--- config.mk ---
export PLATFORM = sky130hd
export DESIGN_NAME = instr_fetch_decode_flat
export DESIGN_NICKNAME = d
export VERILOG_FILES = /design/src/rtl/instr_fetch_decode_if.sv /design/src/rtl/instr_fetch_decode.sv /design/src/flat_wrapper.sv
export SDC_FILE = /design/constraint.sdc
export NUM_CORES = 1
export LEC_CHECK = 0
export CORE_MARGIN = 4
export CORE_UTILIZATION = 44
export CTS_CLUSTER_SIZE = 25
export DETAILED_ROUTE_END_ITERATION = 6
export GPL_TIMING_DRIVEN = 0
export HOLD_SLACK_MARGIN = 0.03
export PLACE_DENSITY_LB_ADDON = 0.12
export SKIP_LAST_GASP = 1
export SLEW_MARGIN = 20
export SYNTH_ARGS = -nofsm -noshare
export SYNTH_HDL_FRONTEND = slang
export SYNTH_SLANG_ARGS = --single-unit
--- constraint.sdc ---
create_clock -name clk -period 1.7 [get_ports clk]
set_clock_uncertainty 0.15 [all_clocks]
set_input_delay 0.51 -clock clk [delete_from_list [all_inputs] [get_ports clk]]
set_output_delay 0.51 -clock clk [all_outputs]
set_load 0.02 [all_outputs]
--- src/rtl/instr_fetch_decode_if.sv ---
// ============================================================================
// Module : instr_fetch_decode_if
// Brief  : PC, instruction-memory and execute-stage bundle for the fetch/decode
//          sequencer. Optional retired_cnt present under IFD_PERF_CNT_EN.
// Rev    : 1.0  initial release
// ============================================================================
`default_nettype none

interface instr_fetch_decode_if #(
  parameter int ADDR_W  = 12,
  parameter int INSTR_W = 16,
  parameter int OP_W    = 4
);
  logic               run;
  logic [ADDR_W-1:0]  pc_addr;
  logic               pc_advance;
  logic               cond_jump;
  logic               uncond_jump;
  logic [ADDR_W-1:0]  jump_data;
  logic               stop;
  logic               imem_en;
  logic [ADDR_W-1:0]  imem_addr;
  logic [INSTR_W-1:0] imem_data;
  logic               zero_flag;
  logic               ex_valid;
  logic               ex_ready;
  logic [OP_W-1:0]    ex_op;
  logic [ADDR_W-1:0]  ex_imm;
  logic               illegal;

`ifdef IFD_PERF_CNT_EN
  logic [15:0]        retired_cnt;

  modport master (
    input  run, pc_addr, imem_data, zero_flag, ex_ready,
    output pc_advance, cond_jump, uncond_jump, jump_data, stop,
           imem_en, imem_addr, ex_valid, ex_op, ex_imm, illegal, retired_cnt
  );
  modport slave (
    output run, pc_addr, imem_data, zero_flag, ex_ready,
    input  pc_advance, cond_jump, uncond_jump, jump_data, stop,
           imem_en, imem_addr, ex_valid, ex_op, ex_imm, illegal, retired_cnt
  );
`else
  modport master (
    input  run, pc_addr, imem_data, zero_flag, ex_ready,
    output pc_advance, cond_jump, uncond_jump, jump_data, stop,
           imem_en, imem_addr, ex_valid, ex_op, ex_imm, illegal
  );
  modport slave (
    output run, pc_addr, imem_data, zero_flag, ex_ready,
    input  pc_advance, cond_jump, uncond_jump, jump_data, stop,
           imem_en, imem_addr, ex_valid, ex_op, ex_imm, illegal
  );
`endif
endinterface

`default_nettype wire

--- src/rtl/instr_fetch_decode.sv ---
// ============================================================================
// Module : instr_fetch_decode
// Brief  : Fetch/decode sequencer: fetches from sync imem, decodes, pulses the
//          PC, issues ALU ops. IFD_PERF_CNT_EN adds a retired-instruction count.
// Rev    : 1.0  initial release
// ============================================================================
`default_nettype none

module instr_fetch_decode #(
  parameter int ADDR_W  = 12,
  parameter int INSTR_W = 16,
  parameter int OP_W    = 4
) (
  input  logic                   clk,
  input  logic                   reset,
  instr_fetch_decode_if.master   ifd
);

  localparam logic [OP_W-1:0] OP_ALU_LO  = OP_W'(4'h1);
  localparam logic [OP_W-1:0] OP_ALU_HI  = OP_W'(4'h7);
  localparam logic [OP_W-1:0] OP_JMP     = OP_W'(4'h8);
  localparam logic [OP_W-1:0] OP_JZ      = OP_W'(4'h9);
  localparam logic [OP_W-1:0] OP_JNZ     = OP_W'(4'hA);
  localparam logic [OP_W-1:0] OP_ILL_LO  = OP_W'(4'hB);
  localparam logic [OP_W-1:0] OP_HALT    = OP_W'(4'hF);

  typedef enum logic [2:0] {
    IDLE   = 3'd0,
    FETCH  = 3'd1,
    WAIT   = 3'd2,
    DECODE = 3'd3,
    ISSUE  = 3'd4,
    UPDATE = 3'd5,
    HALTED = 3'd6
  } state_t;

  state_t              state_q;
  logic [INSTR_W-1:0]  ir_q;
  logic                pc_advance_q, cond_jump_q, uncond_jump_q;
  logic [ADDR_W-1:0]   jump_data_q;
  logic                stop_q, imem_en_q, ex_valid_q, illegal_q;
  logic [OP_W-1:0]     ex_op_q;
  logic [ADDR_W-1:0]   ex_imm_q;

  logic [OP_W-1:0]     w_opcode;
  logic [ADDR_W-1:0]   w_imm;
  logic                w_taken;

  assign w_opcode = ir_q[INSTR_W-1 -: OP_W];
  assign w_imm    = ir_q[ADDR_W-1:0];
  assign w_taken  = ((w_opcode == OP_JZ)  &&  ifd.zero_flag) ||
                    ((w_opcode == OP_JNZ) && !ifd.zero_flag);

  always_ff @(posedge clk) begin
    if (reset) begin
      state_q       <= IDLE;
      ir_q          <= '0;
      pc_advance_q  <= 1'b0;
      cond_jump_q   <= 1'b0;
      uncond_jump_q <= 1'b0;
      jump_data_q   <= '0;
      stop_q        <= 1'b0;
      imem_en_q     <= 1'b0;
      ex_valid_q    <= 1'b0;
      ex_op_q       <= '0;
      ex_imm_q      <= '0;
      illegal_q     <= 1'b0;
    end else begin
      // PC pulses and the fetch strobe are single-cycle unless re-armed below.
      pc_advance_q  <= 1'b0;
      cond_jump_q   <= 1'b0;
      uncond_jump_q <= 1'b0;
      jump_data_q   <= '0;
      imem_en_q     <= 1'b0;
      case (state_q)
        IDLE: begin
          if (ifd.run) begin
            state_q   <= FETCH;
            imem_en_q <= 1'b1;
          end
        end
        FETCH:  state_q <= WAIT;
        WAIT: begin
          ir_q    <= ifd.imem_data;
          state_q <= DECODE;
        end
        DECODE: begin
          if (w_opcode == OP_HALT) begin
            stop_q  <= 1'b1;
            state_q <= HALTED;
          end else if (w_opcode >= OP_ALU_LO && w_opcode <= OP_ALU_HI) begin
            ex_op_q    <= w_opcode;
            ex_imm_q   <= w_imm;
            ex_valid_q <= 1'b1;
            state_q    <= ISSUE;
          end else begin
            state_q <= UPDATE;
            if (w_opcode == OP_JMP) begin
              uncond_jump_q <= 1'b1;
              jump_data_q   <= w_imm;
            end else if (w_taken) begin
              cond_jump_q <= 1'b1;
              jump_data_q <= w_imm;
            end else begin
              pc_advance_q <= 1'b1;
              if (w_opcode >= OP_ILL_LO) illegal_q <= 1'b1;
            end
          end
        end
        ISSUE: begin
          if (ifd.ex_ready) begin
            ex_valid_q   <= 1'b0;
            pc_advance_q <= 1'b1;
            state_q      <= UPDATE;
          end
        end
        UPDATE: begin
          if (ifd.run) begin
            state_q   <= FETCH;
            imem_en_q <= 1'b1;
          end else begin
            state_q <= IDLE;
          end
        end
        HALTED:  state_q <= HALTED;
        default: state_q <= IDLE;
      endcase
    end
  end

  assign ifd.pc_advance  = pc_advance_q;
  assign ifd.cond_jump   = cond_jump_q;
  assign ifd.uncond_jump = uncond_jump_q;
  assign ifd.jump_data   = jump_data_q;
  assign ifd.stop        = stop_q;
  assign ifd.imem_en     = imem_en_q;
  // Address follows pc_addr live during FETCH so a PC update on the edge
  // ending UPDATE is what the memory sees; it is gated to 0 elsewhere.
  assign ifd.imem_addr   = imem_en_q ? ifd.pc_addr : '0;
  assign ifd.ex_valid    = ex_valid_q;
  assign ifd.ex_op       = ex_op_q;
  assign ifd.ex_imm      = ex_imm_q;
  assign ifd.illegal     = illegal_q;

`ifdef IFD_PERF_CNT_EN
  logic [15:0] retired_q, retired_d;
  logic        w_retire;

  assign w_retire = (state_q == UPDATE) ||
                    ((state_q == DECODE) && (w_opcode == OP_HALT));

  always_comb begin
    retired_d = retired_q;
    if (w_retire && (retired_q != 16'hFFFF)) retired_d = retired_q + 16'd1;
  end

  always_ff @(posedge clk) begin
    if (reset) retired_q <= '0;
    else       retired_q <= retired_d;
  end

  assign ifd.retired_cnt = retired_q;
`endif

endmodule

`default_nettype wire

--- src/flat_wrapper.sv ---
// flat-port wrapper written by rule: the top's interface ports become plain ports
module instr_fetch_decode_flat 
#(
  parameter int ADDR_W  = 12,
  parameter int INSTR_W = 16,
  parameter int OP_W    = 4
)
  (clk, reset, ifd_run, ifd_pc_addr, ifd_imem_data, ifd_zero_flag, ifd_ex_ready, ifd_pc_advance, ifd_cond_jump, ifd_uncond_jump, ifd_jump_data, ifd_stop, ifd_imem_en, ifd_imem_addr, ifd_ex_valid, ifd_ex_op, ifd_ex_imm, ifd_illegal);
  instr_fetch_decode_if #(.ADDR_W(ADDR_W), .INSTR_W(INSTR_W), .OP_W(OP_W)) ifd_i ();
  input  logic clk;
  input  logic reset;
  input wire logic [$bits(ifd_i.run)-1:0] ifd_run;
  input wire logic [$bits(ifd_i.pc_addr)-1:0] ifd_pc_addr;
  input wire logic [$bits(ifd_i.imem_data)-1:0] ifd_imem_data;
  input wire logic [$bits(ifd_i.zero_flag)-1:0] ifd_zero_flag;
  input wire logic [$bits(ifd_i.ex_ready)-1:0] ifd_ex_ready;
  output wire logic [$bits(ifd_i.pc_advance)-1:0] ifd_pc_advance;
  output wire logic [$bits(ifd_i.cond_jump)-1:0] ifd_cond_jump;
  output wire logic [$bits(ifd_i.uncond_jump)-1:0] ifd_uncond_jump;
  output wire logic [$bits(ifd_i.jump_data)-1:0] ifd_jump_data;
  output wire logic [$bits(ifd_i.stop)-1:0] ifd_stop;
  output wire logic [$bits(ifd_i.imem_en)-1:0] ifd_imem_en;
  output wire logic [$bits(ifd_i.imem_addr)-1:0] ifd_imem_addr;
  output wire logic [$bits(ifd_i.ex_valid)-1:0] ifd_ex_valid;
  output wire logic [$bits(ifd_i.ex_op)-1:0] ifd_ex_op;
  output wire logic [$bits(ifd_i.ex_imm)-1:0] ifd_ex_imm;
  output wire logic [$bits(ifd_i.illegal)-1:0] ifd_illegal;
  assign ifd_i.run = ifd_run;
  assign ifd_i.pc_addr = ifd_pc_addr;
  assign ifd_i.imem_data = ifd_imem_data;
  assign ifd_i.zero_flag = ifd_zero_flag;
  assign ifd_i.ex_ready = ifd_ex_ready;
  assign ifd_pc_advance = ifd_i.pc_advance;
  assign ifd_cond_jump = ifd_i.cond_jump;
  assign ifd_uncond_jump = ifd_i.uncond_jump;
  assign ifd_jump_data = ifd_i.jump_data;
  assign ifd_stop = ifd_i.stop;
  assign ifd_imem_en = ifd_i.imem_en;
  assign ifd_imem_addr = ifd_i.imem_addr;
  assign ifd_ex_valid = ifd_i.ex_valid;
  assign ifd_ex_op = ifd_i.ex_op;
  assign ifd_ex_imm = ifd_i.ex_imm;
  assign ifd_illegal = ifd_i.illegal;
  instr_fetch_decode #(.ADDR_W(ADDR_W), .INSTR_W(INSTR_W), .OP_W(OP_W)) u_core (.clk(clk), .reset(reset), .ifd(ifd_i));
endmodule
After elaboration in Yosys (flattened, before gate mapping) --
Cells that the tools add are included.
Word-level totals: register bits 54, latch bits 0, bits in writable memories 0, bits in read-only memories 0, input bits 33, output and inout bits 47, logic and storage cells 73, memories 0
Cells by class: add/sub/neg operators 0, $mul 0, div/mod/pow operators 0, magnitude comparators 3, equality and inequality tests 14, shift-type cells 0, mux-type cells 22, bitwise logic cells 6, reduce and logical (&&, ||, !) cells 16
Operators with widths (count):
- $mux W12 | 3
- $pmux W3 S7 | 1
- $eq A4 B4 Y1 const B | 4
- $mux W1 | 13
- $eq A3 B3 Y1 const B | 3
- $mux W3 | 3
- $eq A3 B2 Y1 const B | 2
- $ne A2 B2 Y1 const B | 3
- $not A1 Y1 | 6
- $reduce_and A6 Y1 | 1
- $reduce_or A5 Y1 | 1
- $ge A4 B1 Y1 const B | 1
- $ge A4 B4 Y1 const B | 1
- $le A4 B3 Y1 const B | 1
- $pmux W1 S2 | 2
- $reduce_and A2 Y1 | 2
- $reduce_and A4 Y1 | 1
- $reduce_or A2 Y1 | 2
- $reduce_or A4 Y1 | 1
- $eq A3 B1 Y1 const B | 1
- $logic_and A1 B1 Y1 | 3
- $logic_not A3 Y1 | 1
- $reduce_and A3 Y1 | 1
- $ne A2 B1 Y1 const B | 1
- 3 further kinds | 3

Logic depth before layout (Yosys ltp) --
depth in word-level cells 8, mapped depth 6, gate-level depth less buffers 3

Worst setup path after synthesis --
OpenSTA, ideal clock, no wires.
kind input port to flip-flop, from input port ifd_zero_flag, to register u_core.jump_data_q[11], in the netlist u_core.ifd.jump_data[11], library setup time 0.059 ns, arrival time 1.392 ns, data required time 1.491 ns, path slack 0.099 ns, stages on the path 4, path buffers 1, cells stage by stage mux2_2 -> nor4_4 -> buf_4 -> and2_1
On the way: cells in the longest elaborated chain, start to end 5, elaborated cells on any way between the ends 6, classes of those cells 2 x mux; 4 x reduce/logical
RTL lines:
- start, declared | line flat_wrapper.sv:15 | input wire logic [$bits(ifd_i.zero_flag)-1:0] ifd_zero_flag;
- $logic_not A1 Y1 | line instr_fetch_decode.sv:52 | ((w_opcode == OP_JNZ) && !ifd.zero_flag);
- $logic_and A1 B1 Y1 | line instr_fetch_decode.sv:52
- $logic_or A1 B1 Y1 (*) | line instr_fetch_decode.sv:51 | assign w_taken = ((w_opcode == OP_JZ) && ifd.zero_flag) ||
- $mux W12 (*) | line instr_fetch_decode.sv:101 | end else if (w_taken) begin
- $mux W12 (*) | line instr_fetch_decode.sv:98 | if (w_opcode == OP_JMP) begin
- end signal, assigned | line instr_fetch_decode.sv:100 | jump_data_q <= w_imm;
- end signal, assigned | line instr_fetch_decode.sv:103 | jump_data_q <= w_imm;
- end, declared | line instr_fetch_decode.sv:40 | logic [ADDR_W-1:0] jump_data_q;
Mark *: on every way between the ends. The rest lies on a longest branch, timed or not. A chain may end at the register's enable or synchronous reset.

Final worst setup path --
from register u_core.imem_en_q, in the netlist u_core.ifd.imem_en, to output port ifd_imem_addr[2]
On the way: cells in the longest elaborated chain, start to end 1
RTL lines:
- start, declared | line instr_fetch_decode.sv:41 | logic stop_q, imem_en_q, ex_valid_q, illegal_q;
- start signal, assigned | line instr_fetch_decode.sv:63 | imem_en_q <= 1'b0;
- start signal, assigned | line instr_fetch_decode.sv:74 | imem_en_q <= 1'b0;
- start signal, assigned | line instr_fetch_decode.sv:79 | imem_en_q <= 1'b1;
- $mux W12 | line instr_fetch_decode.sv:139 | assign ifd.imem_addr = imem_en_q ? ifd.pc_addr : '0;
- end, declared | line flat_wrapper.sv:23 | output wire logic [$bits(ifd_i.imem_addr)-1:0] ifd_imem_addr;
No other way between the ends.

==> impl_metrics.env <==
export IMPL_status="finished, violations left"
export IMPL_violations="setup timing"
export IMPL_drt_iter0_drc=74
export IMPL_power_switching_mw=0.605
export IMPL_design_area_um2=3210
export IMPL_synth_area_um2=2190
export IMPL_die_x_um=78.6
export IMPL_max_vdd_ir_drop_mv=0.576
export IMPL_path_clk_slew_ns=0.09
export IMPL_routed_wl_um=5200
export IMPL_rows=25
export IMPL_grt_setup_unrepaired="yes"
export IMPL_path_buf_inv=2
export IMPL_p_per_area_nw_per_um2=784
export IMPL_grt_pass1_wl_um=8290
export IMPL_async_flop_share_pct=0
export IMPL_hpwlAfterDp_um=3790
export IMPL_totalPowerFinal_mw=2.52
export IMPL_root_buffer="clkbuf_8"
export IMPL_grt_start_max_net_pins=17
export IMPL_io_pins=80
export IMPL_hp_class="reg2reg"
export IMPL_grt_overflow_total=0
export IMPL_synthCells=238
export IMPL_gp_congestion=0.816
export IMPL_fin_crit_ns=1.71
export IMPL_wire_per_inst_um=13.2
export IMPL_preCtsSetupSlack_ns=-0.693
export IMPL_antennaDiodeCount=0
export IMPL_cts_tree="yes"
export IMPL_relSlewSlack_pct=66.7
export IMPL_core_area_um2=4790
export IMPL_sw_frac_of_total_pct=24.0
export IMPL_ys_ff_latch=54
export IMPL_ys_seq_area_share_pct=49.3
export IMPL_cp_max_fo=10
export IMPL_clk_latency_ns=0.30
export IMPL_synth_ff_type="dfxtp_1"
export IMPL_setup_ws_ns=-0.0122
export IMPL_start_kind="flip-flop"
export IMPL_slew_violations=0
export IMPL_area_growth_pct=46.5
export IMPL_drc_errors=0
export IMPL_antenna_found_initial=0
export IMPL_crit_family="flip-flops"
export IMPL_clk_path_buf_depth=2
export IMPL_die_y_um=78.6
export IMPL_port_buffer_count=79
export IMPL_maxCapViolations=0
export IMPL_power_leakage_nw=1.38
export IMPL_initial_core_util_pct=45.8
export IMPL_tightestPinTransition_ns=0.500
export IMPL_htree_levels=2
export IMPL_ant_nets=0
export IMPL_place_area_um2=3070
export IMPL_nets=359
export IMPL_track_usage_pct=17.0
export IMPL_slowest_stage="dfxtp_2"
export IMPL_syn_avg_cell_area_um2=9.21
export IMPL_grt_pass1_vias=1780
export IMPL_synth_edf_count=0
export IMPL_ys_warn_count=0
export IMPL_syn_num_nets=271
export IMPL_ys_top_cells_by_area="dfxtp_1 49%, nand2_1 9.9%, and2_1 7.1%, mux2i_1 5.5%, a21oi_1 4.8%"
export IMPL_max_freq_ghz=0.584
export IMPL_arrival_ns=1.05
export IMPL_internal_power_mw=1.91
export IMPL_worstSetupEndpointType="output port"
export IMPL_min_period_over_period_pct=101
export IMPL_synth_top_cell_by_area="dfxtp_1"
export IMPL_required_ns=1.04
export IMPL_setup_violations=8
export IMPL_drt_pass1_iterations=4
export IMPL_cts_inserted_buffers=5
export IMPL_netlist_area_leader_share_pct=49.3
export IMPL_yosys_cell_types_count=42
export IMPL_pwr_share_comb_pct=14.3
export IMPL_cts_sinks=54
export IMPL_layout_drive_gt1_share_pct=18.1
export IMPL_worstSetupPathType="reg2out"
export IMPL_clockPowerShare_pct=33.4
export IMPL_p_seq_share_pct=52.4
export IMPL_max_stage_delay_ns=0.34
export IMPL_hold_viol_final=0
export IMPL_path_cells="buf_8 > and2_1 > buf_6"
export IMPL_vias=1887
export IMPL_die_area_um2=6170
export IMPL_vias_per_cell=4.80
layer usage:
layer	GRT usage [%]	wire, um	vias to the layer above
met1	19.7	2240	869
met3	5.39	317	7
met5	0	0	-
li1	-	-	966
met4	6.29	73	0
met2	29.3	2570	45
power by group through the flow:
stage	registers, mW	clock network [mW]	logic [mW]
6_report	1.32	0.839	0.359
4_1_cts	1.32	0.856	0.355
2_1_floorplan	1.34	0	0.188
3_3_place_gp	1.34	0	0.338
3_5_place_dp	1.35	0	0.343
5_1_grt	1.32	0.897	0.389
cell usage after synthesis, drive strengths merged, types with 3 or more instances:
library cell and n:
clkbuf 6, and2 25, nand2b 3, buf 12
nor3 3, dfxtp 54, inv 6, a31o 3
nand2 58, or3 3, nor2 3, a21oi 21
nor4b 3, mux2i 12
metrics by stage:
step,setup TNS [ns],util (%),hold slack (ns),std cells
3_3_place_gp,-35.28,64.1,0.287,384
5_1_grt,-0.510,67.1,0.325,393
6_report,-0.0367,67.1,0.301,393
2_1_floorplan,0,-,0.295,238
4_1_cts,-0.497,66.6,0.308,393
3_5_place_dp,-34.86,64.1,0.298,384
tightest hold or removal path, delay by kind of cell (launching register included):
family	cells	cell delay, ns
buf+inv	1	0.04
flops	1	0.32
compound gates	1	0.05
logic make-up after synthesis:
group	Yosys count	synth area share [%]
compound gates	35	10.1
xor+xnor	1	0.400
buf+inv	24	6.51
flops	54	49.3
mux	13	6.00
simple gates	111	27.6
repair_timing:
item	in CTS	in global routing
pin swaps	10	2
endpoints found under the setup margin	95	26
gates resized for setup	138	11
hold buffers	0	0
cloned	1	0
buffers inserted	1	0
state kept, by name, summed over array words and instances (netlist names):
signal / flops
u_core.ifd.illegal: 1
u_core.ifd.jump_data: 12
u_core.ifd.imem_en: 1
u_core.state_q: 3
u_core.ifd.ex_imm: 12
u_core.ifd.stop: 1
u_core.ifd.ex_op: 4
u_core.ifd.cond_jump: 1
u_core.ifd.pc_advance: 1
u_core.ir_q: 16
u_core.ifd.ex_valid: 1
u_core.ifd.uncond_jump: 1
worst paths after layout:
kind,start,end,slack [ns],cells after the start
min,u_core.ifd.illegal$_SDFFE_PP0P_,u_core.ifd.illegal$_SDFFE_PP0P_,0.30,2
max reg2reg,u_core.state_q[0]$_SDFFE_PP0P_,u_core.ifd.ex_op[0]$_SDFFE_PP0P_,0.05,5
min reg2reg,u_core.ifd.illegal$_SDFFE_PP0P_,u_core.ifd.illegal$_SDFFE_PP0P_,0.30,2
max,u_core.ifd.imem_en$_SDFF_PP0_,ifd_imem_addr[2],-0.01,3
cell usage in the layout (no fill, tap or decap), types with 5 or more instances in the layout:
cell type | netlist | final
nand2_1 | 58 | 58
buf_6 | 5 | 18
dfxtp_1 | 54 | 52
dlygate4sd2_1 | 0 | 45
inv_1 | 5 | 5
mux2i_1 | 12 | 12
buf_4 | 3 | 5
clkbuf_8 | 0 | 5
a21oi_1 | 21 | 21
and2_4 | 0 | 10
and2_1 | 25 | 15
clkdlybuf4s50_1 | 0 | 18
layout make-up:
class / instances / area, um2
flip-flops and latches: 54 / 1080
inverters: 6 / 22.5
clock buffers: 5 / 68.8
fillers: 429 / 1580
plain buffers: 18 / 144
repair buffers: 81 / 767
multi-input cells: 160 / 1000
clock inverters: 2 / 38.8
well taps: 67 / 83.8
Power figures use the tool's default switching activity.
